===== config.mk =====
export PLATFORM = sky130hd
export DESIGN_NAME = instr_fetch_ctrl
export DESIGN_NICKNAME = d
export VERILOG_FILES = /design/src/rtl/instr_fetch_ctrl_pkg.sv /design/src/rtl/instr_fetch_ctrl_fetch_buffer.sv /design/src/rtl/instr_fetch_ctrl.sv
export SDC_FILE = /design/constraint.sdc
export NUM_CORES = 1
export LEC_CHECK = 0
export CORE_UTILIZATION = 48
export CTS_CLUSTER_SIZE = 30
export DETAILED_ROUTE_END_ITERATION = 12
export PLACE_DENSITY_LB_ADDON = 0.25
export SLEW_MARGIN = 20
export SYNTH_ARGS = -nofsm -noshare
export SYNTH_HDL_FRONTEND = slang
export SYNTH_HIERARCHICAL = 1
export SYNTH_SLANG_ARGS = --single-unit

===== constraint.sdc =====
create_clock -name i_clk -period 2.3 [get_ports i_clk]
set_input_delay 0.575 -clock i_clk [delete_from_list [all_inputs] [get_ports i_clk]]
set_output_delay 0.575 -clock i_clk [all_outputs]
set_load 0.02 [all_outputs]

===== src/rtl/instr_fetch_ctrl_pkg.sv =====
// Shared types and constants for the instruction fetch sequencer.
// Holds the fetch FSM state encoding and the instruction/PC step sizes.
package instr_fetch_ctrl_pkg;

  localparam int          INSTR_W = 32;
  localparam logic [31:0] PC_INC  = 32'd4;

  typedef enum logic [1:0] {
    FETCH_IDLE  = 2'd0,
    FETCH_REQ   = 2'd1,
    FETCH_FULL  = 2'd2,
    FETCH_DRAIN = 2'd3
  } fetch_state_e;

  // A memory request is outstanding in both REQ and DRAIN.
  function automatic logic state_issues_req(input fetch_state_e s);
    return (s == FETCH_REQ) || (s == FETCH_DRAIN);
  endfunction

endpackage


===== src/rtl/instr_fetch_ctrl_fetch_buffer.sv =====
// Small synchronous FIFO holding {pc, instr} pairs for the decode stage.
// Flush wins over push; a full buffer accepts a push when it pops in the same cycle.
module instr_fetch_ctrl_fetch_buffer #(
  parameter int               DEPTH   = 2,
  parameter int               WIDTH   = 64,
  parameter logic [WIDTH-1:0] RST_VAL = {WIDTH{1'b0}}
) (
  input  logic                         clk,
  input  logic                         rst_n,
  input  logic                         flush,
  input  logic                         push,
  input  logic                         pop,
  input  logic [WIDTH-1:0]             wdata,
  output logic [WIDTH-1:0]             rdata,
  output logic [$clog2(DEPTH+1)-1:0]   count,
  output logic                         full,
  output logic                         empty
);

  localparam int AW    = $clog2(DEPTH);
  localparam int CNT_W = $clog2(DEPTH+1);

  logic [WIDTH-1:0] mem_r [DEPTH];
  logic [AW-1:0]    wr_ptr_r;
  logic [AW-1:0]    rd_ptr_r;
  logic [CNT_W-1:0] count_r;
  logic             full_s;
  logic             empty_s;
  logic             do_pop_s;
  logic             do_push_s;

  assign full_s    = (count_r == CNT_W'(DEPTH));
  assign empty_s   = (count_r == {CNT_W{1'b0}});
  assign do_pop_s  = pop & ~empty_s;
  assign do_push_s = push & (~full_s | do_pop_s);

  // Storage, pointers and occupancy; pointers wrap since DEPTH is a power of two.
  always_ff @(posedge clk or negedge rst_n) begin
    if (!rst_n) begin
      wr_ptr_r <= {AW{1'b0}};
      rd_ptr_r <= {AW{1'b0}};
      count_r  <= {CNT_W{1'b0}};
      for (int i = 0; i < DEPTH; i++) begin
        mem_r[i] <= RST_VAL;
      end
    end else if (flush) begin
      wr_ptr_r <= {AW{1'b0}};
      rd_ptr_r <= {AW{1'b0}};
      count_r  <= {CNT_W{1'b0}};
    end else begin
      if (do_push_s) begin
        mem_r[wr_ptr_r] <= wdata;
        wr_ptr_r        <= wr_ptr_r + AW'(1'b1);
      end
      if (do_pop_s) begin
        rd_ptr_r <= rd_ptr_r + AW'(1'b1);
      end
      case ({do_push_s, do_pop_s})
        2'b10:   count_r <= count_r + CNT_W'(1'b1);
        2'b01:   count_r <= count_r - CNT_W'(1'b1);
        default: count_r <= count_r;
      endcase
    end
  end

  assign rdata = mem_r[rd_ptr_r];
  assign count = count_r;
  assign full  = full_s;
  assign empty = empty_s;

endmodule


===== src/rtl/instr_fetch_ctrl.sv =====
// Fetch sequencer: owns the fetch PC, drives the instruction memory req/ack port,
// buffers returned words with their PCs and handles redirects, including in-flight discard.
module instr_fetch_ctrl
  import instr_fetch_ctrl_pkg::*;
#(
  parameter int              XLEN      = 32,
  parameter logic [XLEN-1:0] RESET_PC  = 32'h0000_0000,
  parameter int              BUF_DEPTH = 2
) (
  input  logic            i_clk,
  input  logic            i_rst_n,
  output logic            o_IM_Req,
  output logic [XLEN-1:0] o_IM_Addr,
  input  logic            i_IM_Ack,
  input  logic [31:0]     i_IM_Data,
  output logic            o_Instr_Valid,
  output logic [31:0]     o_Instr,
  output logic [XLEN-1:0] o_PC,
  input  logic            i_Instr_Ready,
  input  logic            i_Redirect,
  input  logic [XLEN-1:0] i_Redirect_PC
);

  localparam int ENTRY_W = XLEN + INSTR_W;
  localparam int CNT_W   = $clog2(BUF_DEPTH+1);

  fetch_state_e     state_r;
  fetch_state_e     state_next_s;
  logic [XLEN-1:0]  pc_r;
  logic [XLEN-1:0]  pc_next_s;
  logic [XLEN-1:0]  tgt_r;
  logic [XLEN-1:0]  tgt_next_s;
  logic             req_r;
  logic [XLEN-1:0]  redir_tgt_s;
  logic [XLEN-1:0]  pc_inc_s;
  logic             push_s;
  logic             pop_s;
  logic             flush_s;
  logic             fills_buf_s;
  logic [ENTRY_W-1:0] head_s;
  logic [CNT_W-1:0] buf_count_s;
  logic             buf_full_s;
  logic             buf_empty_s;

  assign redir_tgt_s = i_Redirect_PC & {{(XLEN-2){1'b1}}, 2'b00};
  assign pc_inc_s    = pc_r + XLEN'(PC_INC);
  assign pop_s       = ~buf_empty_s & i_Instr_Ready & ~i_Redirect;
  // Whether an accepted word leaves the buffer with no free slot.
  assign fills_buf_s = pop_s ? buf_full_s : (buf_count_s == CNT_W'(BUF_DEPTH-1));

  // Next-state, PC/target update and buffer control.
  always_comb begin
    state_next_s = state_r;
    pc_next_s    = pc_r;
    tgt_next_s   = tgt_r;
    push_s       = 1'b0;
    flush_s      = 1'b0;
    case (state_r)
      FETCH_IDLE: begin
        if (i_Redirect) begin
          flush_s   = 1'b1;
          pc_next_s = redir_tgt_s;
        end else begin
          pc_next_s = pc_r;
        end
        state_next_s = FETCH_REQ;
      end
      FETCH_REQ: begin
        if (i_Redirect) begin
          flush_s = 1'b1;
          if (i_IM_Ack) begin
            pc_next_s    = redir_tgt_s;
            state_next_s = FETCH_REQ;
          end else begin
            tgt_next_s   = redir_tgt_s;
            state_next_s = FETCH_DRAIN;
          end
        end else if (i_IM_Ack) begin
          push_s       = 1'b1;
          pc_next_s    = pc_inc_s;
          state_next_s = fills_buf_s ? FETCH_FULL : FETCH_REQ;
        end else begin
          state_next_s = FETCH_REQ;
        end
      end
      FETCH_FULL: begin
        if (i_Redirect) begin
          flush_s      = 1'b1;
          pc_next_s    = redir_tgt_s;
          state_next_s = FETCH_REQ;
        end else if (pop_s) begin
          state_next_s = FETCH_REQ;
        end else begin
          state_next_s = FETCH_FULL;
        end
      end
      FETCH_DRAIN: begin
        // The in-flight word is dropped; the newest target is the one that counts.
        if (i_Redirect) begin
          flush_s    = 1'b1;
          tgt_next_s = redir_tgt_s;
        end else begin
          tgt_next_s = tgt_r;
        end
        if (i_IM_Ack) begin
          pc_next_s    = i_Redirect ? redir_tgt_s : tgt_r;
          state_next_s = FETCH_REQ;
        end else begin
          state_next_s = FETCH_DRAIN;
        end
      end
      default: begin
        flush_s      = 1'b1;
        state_next_s = FETCH_IDLE;
      end
    endcase
  end

  // State, PC, pending target and registered request flag.
  always_ff @(posedge i_clk or negedge i_rst_n) begin
    if (!i_rst_n) begin
      state_r <= FETCH_IDLE;
      pc_r    <= RESET_PC;
      tgt_r   <= RESET_PC;
      req_r   <= 1'b0;
    end else begin
      state_r <= state_next_s;
      pc_r    <= pc_next_s;
      tgt_r   <= tgt_next_s;
      req_r   <= state_issues_req(state_next_s);
    end
  end

  instr_fetch_ctrl_fetch_buffer #(
    .DEPTH   (BUF_DEPTH),
    .WIDTH   (ENTRY_W),
    .RST_VAL ({RESET_PC, {INSTR_W{1'b0}}})
  ) u_fetch_buffer (
    .clk   (i_clk),
    .rst_n (i_rst_n),
    .flush (flush_s),
    .push  (push_s),
    .pop   (pop_s),
    .wdata ({pc_r, i_IM_Data}),
    .rdata (head_s),
    .count (buf_count_s),
    .full  (buf_full_s),
    .empty (buf_empty_s)
  );

  assign o_IM_Req      = req_r;
  assign o_IM_Addr     = pc_r;
  assign o_Instr_Valid = ~buf_empty_s;
  assign o_PC          = head_s[ENTRY_W-1:INSTR_W];
  assign o_Instr       = head_s[INSTR_W-1:0];

endmodule


* Yosys cells after proc, flatten, opt, wreduce, memory -nomap -nowiden
Index checks and enable logic that the tools add are counted.
Word-level totals: register bits after elaboration 199, bits in latches 0, RAM bits 0, ROM bits 0, output and inout port bits 98, memories 0
Cells by class: $add $sub $neg 5, multipliers 0, divide/modulo/power cells 0, order comparisons 3, equality and inequality tests 14, shift-type cells 0, multiplexer cells 35, bitwise gates (word level) 11, reductions and logical operators 13
Operators with widths (number):
- $mux 32 | 8
- $mux 64 | 4
- $bwmux 128 | 1
- $pmux 32 s3 | 1
- $demux 64 s1 | 1
- $pmux 32 s2 | 1
- $add 32x3->32 const B | 1
- $mux 2 | 7
- $eq 2x2->1 const B | 5
- $mux 1 | 10
- $eq 2x1->1 const B | 4
- $ne 2x2->1 const B | 4
- $pmux 2 s4 | 1
- $reduce_and 3->1 | 2
- $reduce_bool 2->1 | 3
- $and 1x1->1 | 4
- $ge 2x2->1 const B | 2
- $logic_not 2->1 | 2
- $not 1->1 | 4
- $not 1->2 | 2
- $pmux 2 s2 | 1
- $reduce_or 4->1 | 1
- $reduce_bool 3->1 | 1
- $add 1x1->1 const B | 2
- 9 further kinds | 9

* Logic depth before layout (Yosys ltp)
depth after elaboration 11, depth in mapped cells 9, depth with buffers taken out 7

* Modules after synthesis
The synthesis kept the hierarchy.
Modules (own cells, without submodules):
- instr_fetch_ctrl_fetch_buffer | times used 1, cells each 365, area an instance 5914.4 sq um, seq. area each 3303.2 sq um
- instr_fetch_ctrl | times used 1, cells each 436, area an instance 3967.6 sq um, seq. area each 1651.6 sq um

* Worst setup path before layout
Ideal clock, no wire load.
path type input-to-reg, start input port i_Redirect, end register u_fetch_buffer/mem_r[100] (netlist bit), arrival time 2.364 ns, required time 2.175 ns, slack -0.190 ns, stages 8, buffers on the path 4, path through buf_2 -> clkbuf_1 -> nor2_1 -> nor3b_1 -> or4b_4 -> buf_6 -> buf_6 -> mux2_4
On the way: word-level cells in the longest chain between the ends 6, elaborated cells on any way between the ends 11
RTL lines:
- start: declaration | RTL line instr_fetch_ctrl.sv:20 | input logic i_Redirect,
- $not 1->1 | RTL line instr_fetch_ctrl.sv:47 | assign pop_s = ~buf_empty_s & i_Instr_Ready & ~i_Redirect;
- $and 1x1->1 | RTL line instr_fetch_ctrl.sv:47
- net pop_s | RTL line instr_fetch_ctrl.sv:37 | logic pop_s;
- $and 1x1->1 | RTL line instr_fetch_ctrl_fetch_buffer.sv:34 | assign do_pop_s = pop & ~empty_s;
- $or 1x1->1 | RTL line instr_fetch_ctrl_fetch_buffer.sv:35 | assign do_push_s = push & (~full_s | do_pop_s);
- $and 1x1->1 | RTL line instr_fetch_ctrl_fetch_buffer.sv:35
- $reduce_and 2->1 (no source line)
- end signal: indexed assignment | RTL line instr_fetch_ctrl_fetch_buffer.sv:52 | mem_r[wr_ptr_r] <= wdata;
- end: declaration | RTL line instr_fetch_ctrl_fetch_buffer.sv:23 | logic [WIDTH-1:0] mem_r [DEPTH];
The timed path passes the listed nets, and every way through them passes these cells. The select of a mux whose other input is x is not followed. A chain may end at the register's enable or synchronous reset.

* Worst setup path in the final report
start register u_fetch_buffer.rd_ptr_r, end output port o_PC[27]
On the way: word-level cells in the longest chain between the ends 4
RTL lines:
- start: declaration | RTL line instr_fetch_ctrl_fetch_buffer.sv:25 | logic [AW-1:0] rd_ptr_r;
- start signal: assignment | RTL line instr_fetch_ctrl_fetch_buffer.sv:41 | rd_ptr_r <= {AW{1'b0}};
- start signal: assignment | RTL line instr_fetch_ctrl_fetch_buffer.sv:48 | rd_ptr_r <= {AW{1'b0}};
- start signal: assignment | RTL line instr_fetch_ctrl_fetch_buffer.sv:56 | rd_ptr_r <= rd_ptr_r + AW'(1'b1);
- $not 1->2 (implied by the code) | RTL line instr_fetch_ctrl_fetch_buffer.sv:66 | assign rdata = mem_r[rd_ptr_r];
- $mux 64 (implied by the code) (3 in a row) | RTL line instr_fetch_ctrl_fetch_buffer.sv:66
- end: declaration | RTL line instr_fetch_ctrl.sv:18 | output logic [XLEN-1:0] o_PC,
No other way between the ends. The select of a mux whose other input is x is not followed.

==> results.json <==
{
  "max_freq_ghz": 0.439,
  "cp-start-kind": "register",
  "hpwlAfterDp_mm": 16.8,
  "rsz0062_at_grt": "yes",
  "ys_seq_area_share_pct": 50.1,
  "critPathRequiredTime_ns": 1.73,
  "portBuffers": 164,
  "grt_pass1_wl_mm": 40.9,
  "setup_slack_ns": 0.0221,
  "htreeDepth": 4,
  "reg2reg_slack_ns": 0.17,
  "rows": 52,
  "worstMarginPinSlew_ns": 0.586,
  "start_util_pct": 48.8,
  "gp_routability_congestion": 0.861,
  "synth_top_cell_area_share_pct": 50.1,
  "min_period_ns": 2.28,
  "yosys_warnings": 6,
  "dp_slack_ns": -0.376,
  "synth.distinct_cells": 68,
  "pin_count": 167,
  "outcome": "completed",
  "cts_buffers": 17,
  "grt_max_degree": 55,
  "synth_area_leaders": "dfrtp_1 50%, mux2_2 20%, mux2_4 7.4%",
  "syn_nets": 871,
  "fin_util_pct": 63.7,
  "critPathArrivalTime_ns": 1.70,
  "slew_headroom_pct": 60.9,
  "drv_cap": 0,
  "gr-total-overflow": 0,
  "syn_inst": 801,
  "layout_common_cells": "189 x dfrtp_1, 173 x mux2_2, 96 x clkdlybuf4s50_1",
  "power_density_mw_per_mm2": 911,
  "cp-end-kind": "output port",
  "finalSetupTns_ns": 0,
  "cts_tree": "done",
  "synth-edff-count": 0,
  "slew_violations": 0,
  "clkLatencyLatePin_ns": 0.43,
  "synth_seq_cells": 198,
  "grt_antenna_before_repair": 0,
  "nets": 1089,
  "via_count": 7377,
  "setup_viol": 0,
  "cts.sinks": 198,
  "dieArea_sq_mm": 0.0212,
  "power_mw": 11.7,
  "critPathMaxFanout": 5,
  "synth_top_flop_cell": "dfrtp_1",
  "detail_route.iter0.violations": 512,
  "ant_nets": 0,
  "synth_top_cell_by_area": "dfrtp_1",
  "drive_above_1_share_pct": 42.2,
  "syn_to_final_growth_pct": 30.4,
  "stdcell_area_sq_mm": 0.0129,
  "grt_use_total_pct": 24.6,
  "wl_per_cell_um": 19.4,
  "hp-class": "primary input to async pin",
  "first_pass_iters": 5,
  "fin_skew_ns": 0.00881,
  "die_w_um": 145,
  "viasPerCell": 5.67,
  "dpl_cell_area_sq_mm": 0.0123,
  "hold_violations": 0,
  "drc_errors": 0,
  "dieHeight_um": 145,
  "synthArstFlopShare_pct": 100,
  "coreArea_sq_mm": 0.0202,
  "clockRootBuffer": "clkbuf_16",
  "routed_wl_mm": 25.3,
  "final_common_cell": "dfrtp_1",
  "syn_avg_cell_area_sq_um": 12.3,
  "syn-cell-area_sq_mm": 0.00988,
  "grt_pass1_vias": 7385,
  "fin_crit_sh_pct": 99.0,
  "worst_ir_drop_vdd_mv": 0.490,
  "power.leakage_nw": 5.76,
  "cts.path.max_buffers": 2,
  "clk_pin_slew_ns": 0.07,
  "diodes": 0,
  "crit_type": "register to output port"
}
[synthesized netlist by cell type (4+ instances only)]
cell,count
a21oi_1,32
a2bb2oi_1,6
a31oi_1,7
and3_1,4
and4_1,4
buf_2,20
buf_6,6
clkbuf_1,22
dfrtp_1,198
inv_1,11
mux2_2,173
mux2_4,49
mux2i_1,5
nand2_1,50
nand2b_1,4
nand3_1,18
nand4_1,7
nor2_1,36
nor2b_1,9
nor3_1,11
o211ai_1,6
o21a_1,5
o21ai_0,41
o22a_1,4
o22ai_1,6
[metal layers]
layer | up-vias | wire [um] | track usage [%]
met1 | 3696 | 11700 | 35.1
met3 | 30 | 1410 | 4.48
met2 | 283 | 11900 | 38.5
met4 | 0 | 335 | 7.16
met5 | - | 0 | 0
li1 | 3368 | - | -
[per-stage QoR]
step / std cells / hold slack (ns)
finish: 1302 / 0.100
global route: 1302 / 0.123
CTS: 1295 / 0.113
detailed placement: 1256 / 0.490
global placement: 1256 / 0.483
floorplan: 801 / 0.279
[final cells by class]
| cell class | instances | area, sq um |
|---|---|---|
| Clock buffer | 20 | 457 |
| Clock inverter | 12 | 144 |
| Fill cell | 1608 | 7350 |
| Inverter | 11 | 41.3 |
| Multi-Input combinational cell | 541 | 4650 |
| Sequential cell | 198 | 4970 |
| Tap cell | 270 | 338 |
| Timing Repair Buffer | 250 | 2290 |
[flip-flops by register name (all words and copies together) (netlist names)]
signal / count
tgt_r: 32
o_IM_Addr: 32
u_fetch_buffer/rd_ptr_r: 1
state_r: 1
u_fetch_buffer/count: 2
u_fetch_buffer/wr_ptr_r: 1
o_IM_Req: 1
u_fetch_buffer/mem_r: 128
[path summary, 6_finish.rpt]
path	from	to	cells past startpoint
worst max-delay path	u_fetch_buffer/rd_ptr_r	o_PC[27]	5
worst min-delay path	i_rst_n	u_fetch_buffer/mem_r[75]	1
worst max register to register	u_fetch_buffer/count[0]	u_fetch_buffer/mem_r[116]	8
worst min register to register	tgt_r[10]	tgt_r[10]	1
max in group asynchronous	i_rst_n	u_fetch_buffer/mem_r[93]	2
min in group i_clk	tgt_r[10]	tgt_r[10]	1
[cell families (layout without fill, tap and decap cells)]
family | count (synthesis) | after routing | synth area share, %
AOI/OAI and AO/OA | 139 | 139 | 9.22
xor gates and xnor gates | 6 | 6 | 0.532
adders and majority gates | 1 | 1 | 0.127
buffers and inverters | 62 | 293 | 3.15
DFF | 198 | 198 | 50.1
muxes | 227 | 227 | 27.7
and+or+nand+nor | 168 | 168 | 9.17
[timing repair]
item,4_1_cts,5_1_grt
pin swaps,0,1
endpoints found under the setup margin,70,87
buffers inserted,5,5
hold buffers,0,0
resized for setup,268,26
gates cloned,2,2
[power by group]
part | switching (mW) | internal [mW] | leakage [nW] | total, mW
sequential | 0.610 | 4.33 | 2.43 | 4.94
combinational | 1.76 | 1.98 | 3.06 | 3.74
clock | 1.37 | 1.68 | 0.283 | 3.05
[critical path, cell delays in order (launching register included)]
cell and delay (ns):
dfrtp_2 0.44, buf_12 0.15, buf_12 0.14, buf_12 0.13
mux2_2 0.26, buf_2 0.16
Power figures use the tool's default switching activity.
